--- config.mk ---
export PLATFORM = sky130hd
export DESIGN_NAME = serial_add_sequencer
export DESIGN_NICKNAME = d
export VERILOG_FILES = /design/src/rtl/alu_pkg.sv /design/src/rtl/RippleCarryAdder_4bit.sv /design/src/rtl/serial_add_sequencer.sv
export SDC_FILE = /design/constraint.sdc
export NUM_CORES = 1
export LEC_CHECK = 0
export ABC_CLOCK_PERIOD_IN_PS = 2910
export CAP_MARGIN = 30
export CORE_MARGIN = 1.5
export CORE_UTILIZATION = 51
export DETAILED_ROUTE_END_ITERATION = 10
export PLACE_DENSITY = 0.79
export SLEW_MARGIN = 20
export SYNTH_ARGS = -nofsm -noshare
export SYNTH_HDL_FRONTEND = slang
export SYNTH_SLANG_ARGS = --single-unit
--- constraint.sdc ---
create_clock -name clk -period 2.91 [get_ports clk]
set_input_delay 0.4365 -clock clk [delete_from_list [all_inputs] [get_ports clk]]
set_output_delay 0.4365 -clock clk [all_outputs]
set_load 0.02 [all_outputs]
--- src/rtl/alu_pkg.sv ---
// Shared ALU types and constants: FSM state encoding and nibble geometry
// for the serial add/subtract sequencer.
package alu_pkg;

  typedef enum logic [1:0] {IDLE, RUN, DONE} state_t;

  localparam int NIBBLE_W = 4;

  function automatic int num_nibbles(input int width);
    return width / NIBBLE_W;
  endfunction

  function automatic int cnt_width(input int width);
    return $clog2(width / NIBBLE_W);
  endfunction

endpackage

--- src/rtl/RippleCarryAdder_4bit.sv ---
// Shared 4-bit ripple-carry adder slice: sum = a + b + cin, carry out of bit 3.
module RippleCarryAdder_4bit (
  input  logic [3:0] a_i,
  input  logic [3:0] b_i,
  input  logic       cin_i,
  output logic [3:0] sum_o,
  output logic       cout_o
);

  logic [4:0] c;

  assign c[0] = cin_i;

  for (genvar i = 0; i < 4; i++) begin : g_fa
    assign sum_o[i] = a_i[i] ^ b_i[i] ^ c[i];
    assign c[i+1]   = (a_i[i] & b_i[i]) | (c[i] & (a_i[i] ^ b_i[i]));
  end

  assign cout_o = c[4];

endmodule

--- src/rtl/serial_add_sequencer.sv ---
// Multi-cycle add/subtract: feeds WIDTH-bit operands one nibble per cycle,
// LSB first, through a single 4-bit adder slice with a registered carry.
module serial_add_sequencer
  import alu_pkg::*;
#(
  parameter int WIDTH = 16
) (
  input  logic             clk,
  input  logic             rst,
  input  logic             start,
  input  logic             sub,
  input  logic [WIDTH-1:0] a,
  input  logic [WIDTH-1:0] b,
  output logic             ready,
  output logic             busy,
  output logic             done,
  output logic [WIDTH-1:0] sum,
  output logic             c_out,
  output logic             ovf
);

  localparam int N     = num_nibbles(WIDTH);
  localparam int CNT_W = cnt_width(WIDTH);
  localparam logic [CNT_W-1:0] K_LAST = CNT_W'(N - 1);

  state_t                    state_q;
  logic [CNT_W-1:0]          k_q;
  logic [WIDTH-1:0]          a_q, b_q;
  logic [WIDTH-NIBBLE_W-1:0] acc_q;
  logic                      carry_q;
  logic                      a_msb_q, b_msb_q;
  logic                      ready_q, busy_q, done_q;
  logic [WIDTH-1:0]          sum_q;
  logic                      c_out_q, ovf_q;

  logic [NIBBLE_W-1:0] nib_sum;
  logic                nib_cout;
  logic [WIDTH-1:0]    acc_d;
  logic [WIDTH-1:0]    b_eff;

  RippleCarryAdder_4bit u_slice (
    .a_i    (a_q[NIBBLE_W-1:0]),
    .b_i    (b_q[NIBBLE_W-1:0]),
    .cin_i  (carry_q),
    .sum_o  (nib_sum),
    .cout_o (nib_cout)
  );

  // Newest nibble enters at the top, so after N shifts the LSB nibble is at the bottom.
  assign acc_d = {nib_sum, acc_q};
  assign b_eff = b ^ {WIDTH{sub}};

  always_ff @(posedge clk) begin
    if (rst) begin
      state_q <= IDLE;
      k_q     <= '0;
      a_q     <= '0;
      b_q     <= '0;
      acc_q   <= '0;
      carry_q <= 1'b0;
      a_msb_q <= 1'b0;
      b_msb_q <= 1'b0;
      ready_q <= 1'b1;
      busy_q  <= 1'b0;
      done_q  <= 1'b0;
      sum_q   <= '0;
      c_out_q <= 1'b0;
      ovf_q   <= 1'b0;
    end else begin
      done_q <= 1'b0;
      case (state_q)
        IDLE, DONE: begin
          if (start) begin
            state_q <= RUN;
            k_q     <= '0;
            a_q     <= a;
            b_q     <= b_eff;
            carry_q <= sub;
            a_msb_q <= a[WIDTH-1];
            b_msb_q <= b_eff[WIDTH-1];
            ready_q <= 1'b0;
            busy_q  <= 1'b1;
          end else begin
            state_q <= IDLE;
            ready_q <= 1'b1;
            busy_q  <= 1'b0;
          end
        end
        RUN: begin
          a_q     <= {{NIBBLE_W{1'b0}}, a_q[WIDTH-1:NIBBLE_W]};
          b_q     <= {{NIBBLE_W{1'b0}}, b_q[WIDTH-1:NIBBLE_W]};
          acc_q   <= acc_d[WIDTH-1:NIBBLE_W];
          carry_q <= nib_cout;
          k_q     <= k_q + 1'b1;
          if (k_q == K_LAST) begin
            state_q <= DONE;
            k_q     <= '0;
            ready_q <= 1'b1;
            busy_q  <= 1'b0;
            done_q  <= 1'b1;
            sum_q   <= acc_d;
            c_out_q <= nib_cout;
            ovf_q   <= (a_msb_q == b_msb_q) && (nib_sum[NIBBLE_W-1] != a_msb_q);
          end
        end
        default: begin
          state_q <= IDLE;
          ready_q <= 1'b1;
          busy_q  <= 1'b0;
        end
      endcase
    end
  end

  assign ready = ready_q;
  assign busy  = busy_q;
  assign done  = done_q;
  assign sum   = sum_q;
  assign c_out = c_out_q;
  assign ovf   = ovf_q;

endmodule

==> results.md, run 1 <==
- The critical path data arrival time is 2.83 ns.
- The nature of the critical path startpoint is a flop.
- The net switching power is 508.3 µW.
- The number of buffers inserted by port buffering is 56.
- The half-perimeter wire length of the detailed placement result is between 4 and 5 mm.
- The setup path with the least slack is of type reg -> reg.
- Dividing the detail-routed via count by the number of cells gives 5.500.
- In this run the core area contains 27 standard-cell rows.
- Dividing the detail-routed wire length by the instance count gives 13.68 µm.
- Clock tree synthesis inserted a total of 9 buffers.
- The count of buffers added by post-CTS timing repair for setup is 0.
- The peak fanout along the critical path is 4.
- Among the stages of the critical path, the cell type that occurs most often is fa_1.
- The proportion of synthesized chip area in sequential cells is 49.34%.
- Data on the critical path is required at its endpoint by 3.17 ns.
- In this run the tightest slew margin relative to its limit is 48.11%.
- The count of cell types in the netlist is 27.
- After detailed routing, the total wire length is 6.264 mm.
- In this run the horizontal extent of the chip is around 80 µm.
- Once detail routing completed, the nets flagged for antenna violations numbered 0.
- At the later pin of the worst-skew pair, clock insertion delay measures around 0.34 ns.
- The fmax is 0.3891 GHz.
- In the post-synthesis netlist, the biggest area contributors are dfxtp_1 49%, a21oi_1 10%, nand2_1 7.6%, a22oi_1 6.2%, nand3_1 6.0%.
- The first TritonRoute pass finished after 4 iterations.
- The largest single stage delay on the critical path is 0.45 ns.
- The number of instances resized during post-cts repair is 0.
- After technology mapping, the gate count stands at 339.
- In this run, post-CTS hold repair placed 0 buffers.
- Entering global routing, the biggest net connects 44 pins.
- The die covers 6191 µm².
- The combined area of all synthesized cells is 2922 µm².
- Setup total negative slack on the finished layout was measured at 0 ns.
- Walking the worst path, the cells encountered are fa_1 > inv_1 > fa_1 > inv_1 > fa_1 > inv_1 > fa_1 > or3_1 > a311oi_1.
- The final hold violation count was 0.
- Across every metal layer, demand over resource in global routing totals 21.74%.
- The H-tree depth reported by CTS is 3.
- After clock tree synthesis, the clock-pin slew on the worst setup and hold paths is around 0.07 ns.
- Leaving out fill and tap cells, the most frequent cells in the layout are 72 x dfxtp_1, 61 x a21oi_1, 59 x nand2_1.
- The clock network accounts for between 30% and 40% of the total power.
- The leakage power is 0.001273 µW.
- The cell count of the worst hold path is 2.
- The total number of nets in the final design is 424.
- The first global-routing pass estimated 10.55 mm of wire.
- The clock net in this run drives a total of ~70 sinks.
- The starting density of the core is between 50% and 60%.
- The number of antenna violations at the first check in global routing is 0.
- The deepest clock path buffer count is 2.
- The repair_antennas step left the layout with diodes totalling 0.
- The flop-to-flop setup slack is 0.34 ns.
- The area share of the largest cell type after synthesis is 49.34%.
- The total of flip-flops plus latches after synthesis is 72.
- The final number of max-transition violations is 0.
- The DRC violations left is 0.
- In the finished design, the share of the clock period the worst path needs comes to roughly nine tenths.
- The peak supply drop is approximately 0.00037 V.
- The type of destination of the critical path is a flop.
- The overall die height is approximately 79 µm.
- Setup violations remaining at the end of the flow were counted as 0.
- The count of max-cap constraint violations is 0.
- The run finished with clean final reports.
- For this block, the initial DRC count from the detailed router was 116.
- The sequential power share is 53.6%.
- At the end of routability-driven placement, the weighted congestion stood at 0.7732.
- Summed over all instances, the cell type with the most area after synthesis is dfxtp_1.
- In this run the power density over the cells is 544.7 nW/µm².
- The most used flip-flop cell after synthesis is dfxtp_1.
- The share of flip-flops with an asynchronous set or reset after synthesis is 0%.
- The total grt overflow is 0.
- When the netlist entered floorplanning its net count stood at 380.
- The slowest stage of the critical path is the fa_1 cell.
- The post-route netlist has under 10% of its cells at a drive strength greater than 1.
- The worst clock skew is 0.003385 ns.
- The number of synthesis warnings is 0.
- The I/O pin count is 57.
- The setup slack of the critical path after layout is between 0.3 and 0.4 ns.
- The area growth from synthesis to final layout is 24.37%.
- Of the total power, the share spent switching nets is about a quarter.
- The total vias in the final route is 2519.
- The number of flops mapped to enable cells by yosys is 0.
- TritonCTS built the clock tree.
- Measured in cells, the most critical reg-to-reg path has a length of 9.
- For the pin with the worst max-slew slack, the measured transition is around 0.78 ns.
- The shortest period the worst path allows is 2.570 ns.
- The leading cell type in the layout, fill and taps excluded is dfxtp_1.
- The tree is rooted in a clkbuf_8.
- The internal power component is 1471 µW.
- The worst hold path belongs to the class reg -> reg.
- The mean cell area of the mapped netlist is 8.618 µm².
- The region available for standard cell placement spans between 5000 and 6000 µm².
- Setup repair after global routing left no endpoint under its margin.
- The via count of the first global-routing pass is 2330.
- Per report_power, the combinational group accounts for approximately an eighth of the total.
- At the placement stage, the worst setup path has a slack of between 0.3 and 0.4 ns.
==> critical path: cells and delay by family, from the launching register on <==
family	cells	cell delay [ns]
AO/OA/AOI/OAI	1	0.24
flip-flops	1	0.34
AND/OR/NAND/NOR	1	0.32
buffers and inverters	3	0.21
adder cells (fa/ha/maj)	4	1.38
==> metal layers <==
layer / GRT usage [%] / vias up / share of wire, %
met2: 35.60 / 65 / 49
met4: 10.89 / 0 / 2.2
li1: - / 1250 / -
met3: 4.070 / 13 / 4.2
met5: 0 / - / 0
met1: 27.29 / 1191 / 44
==> cell type report <==
class	count	area (µm²)
clock buffer	13	148.9
clock inverter	1	5.005
fill	478	1873
inverter	7	26.28
multi-input combinational	230	1301
sequential	72	1441
tap	72	90.09
timing repair buffer	63	620.6
==> per-stage QoR <==
stage	util, %	area [µm²]	total power, µW	hold WS, ns	std cells
floorplan	-	2922	1244	0.4321	339
global placement	63.19	3480	1329	0.4397	444
detailed placement	63.19	3480	1336	0.4468	444
CTS	65.99	3633	1985	0.4564	458
global route	65.99	3633	2068	0.4684	458
finish	65.99	3633	1979	0.4547	458
==> power groups by stage <==
stage	clock network, µW	logic [µW]	registers, µW
after detailed placement	0	253	1080
after CTS	669	255	1060
final	663	255	1060
after floorplan	0	166	1080
after global placement	0	248	1080
after global routing	719	283	1070
==> state kept, by name (all words and copies together) (netlist names), 2 cells and up <==
register and flops:
a_q 16, state_q 2, b_q 16, acc_q 12, k_q 2, sum 16
==> synth_stat cells, drive strengths merged, types with 2 or more instances <==
master / number
a211oi: 5
a21oi: 61
a22oi: 24
buf: 20
clkbuf: 10
dfxtp: 72
fa: 4
inv: 7
nand2: 59
nand2b: 2
nand3: 35
nand3b: 2
nor2: 10
xor2: 16
==> cell families after synthesis <==
| group | share of synthesized area, % |
|---|---|
| adder cells (fa/ha/maj) | 3.169 |
| AND/OR/NAND/NOR | 17.26 |
| flip-flops | 49.34 |
| AO/OA/AOI/OAI | 19.23 |
| XOR/XNOR | 4.796 |
| buffers and inverters | 6.210 |
==> final timing paths <==
kind            end     start
max reg2reg     ovf    a_q[0]
min          sum[2]  acc_q[2]
min reg2reg  sum[2]  acc_q[2]
max             ovf    a_q[0]
Power figures use the tool's default switching activity.
==> run 2, diff against run 1 <==
Settings changed: CTS_CLUSTER_SIZE set to 8, SLEW_MARGIN 20 to unset.
==> results of run 2 <==
Same layout as run 1: the final DEF is identical, and so are final timing and power.
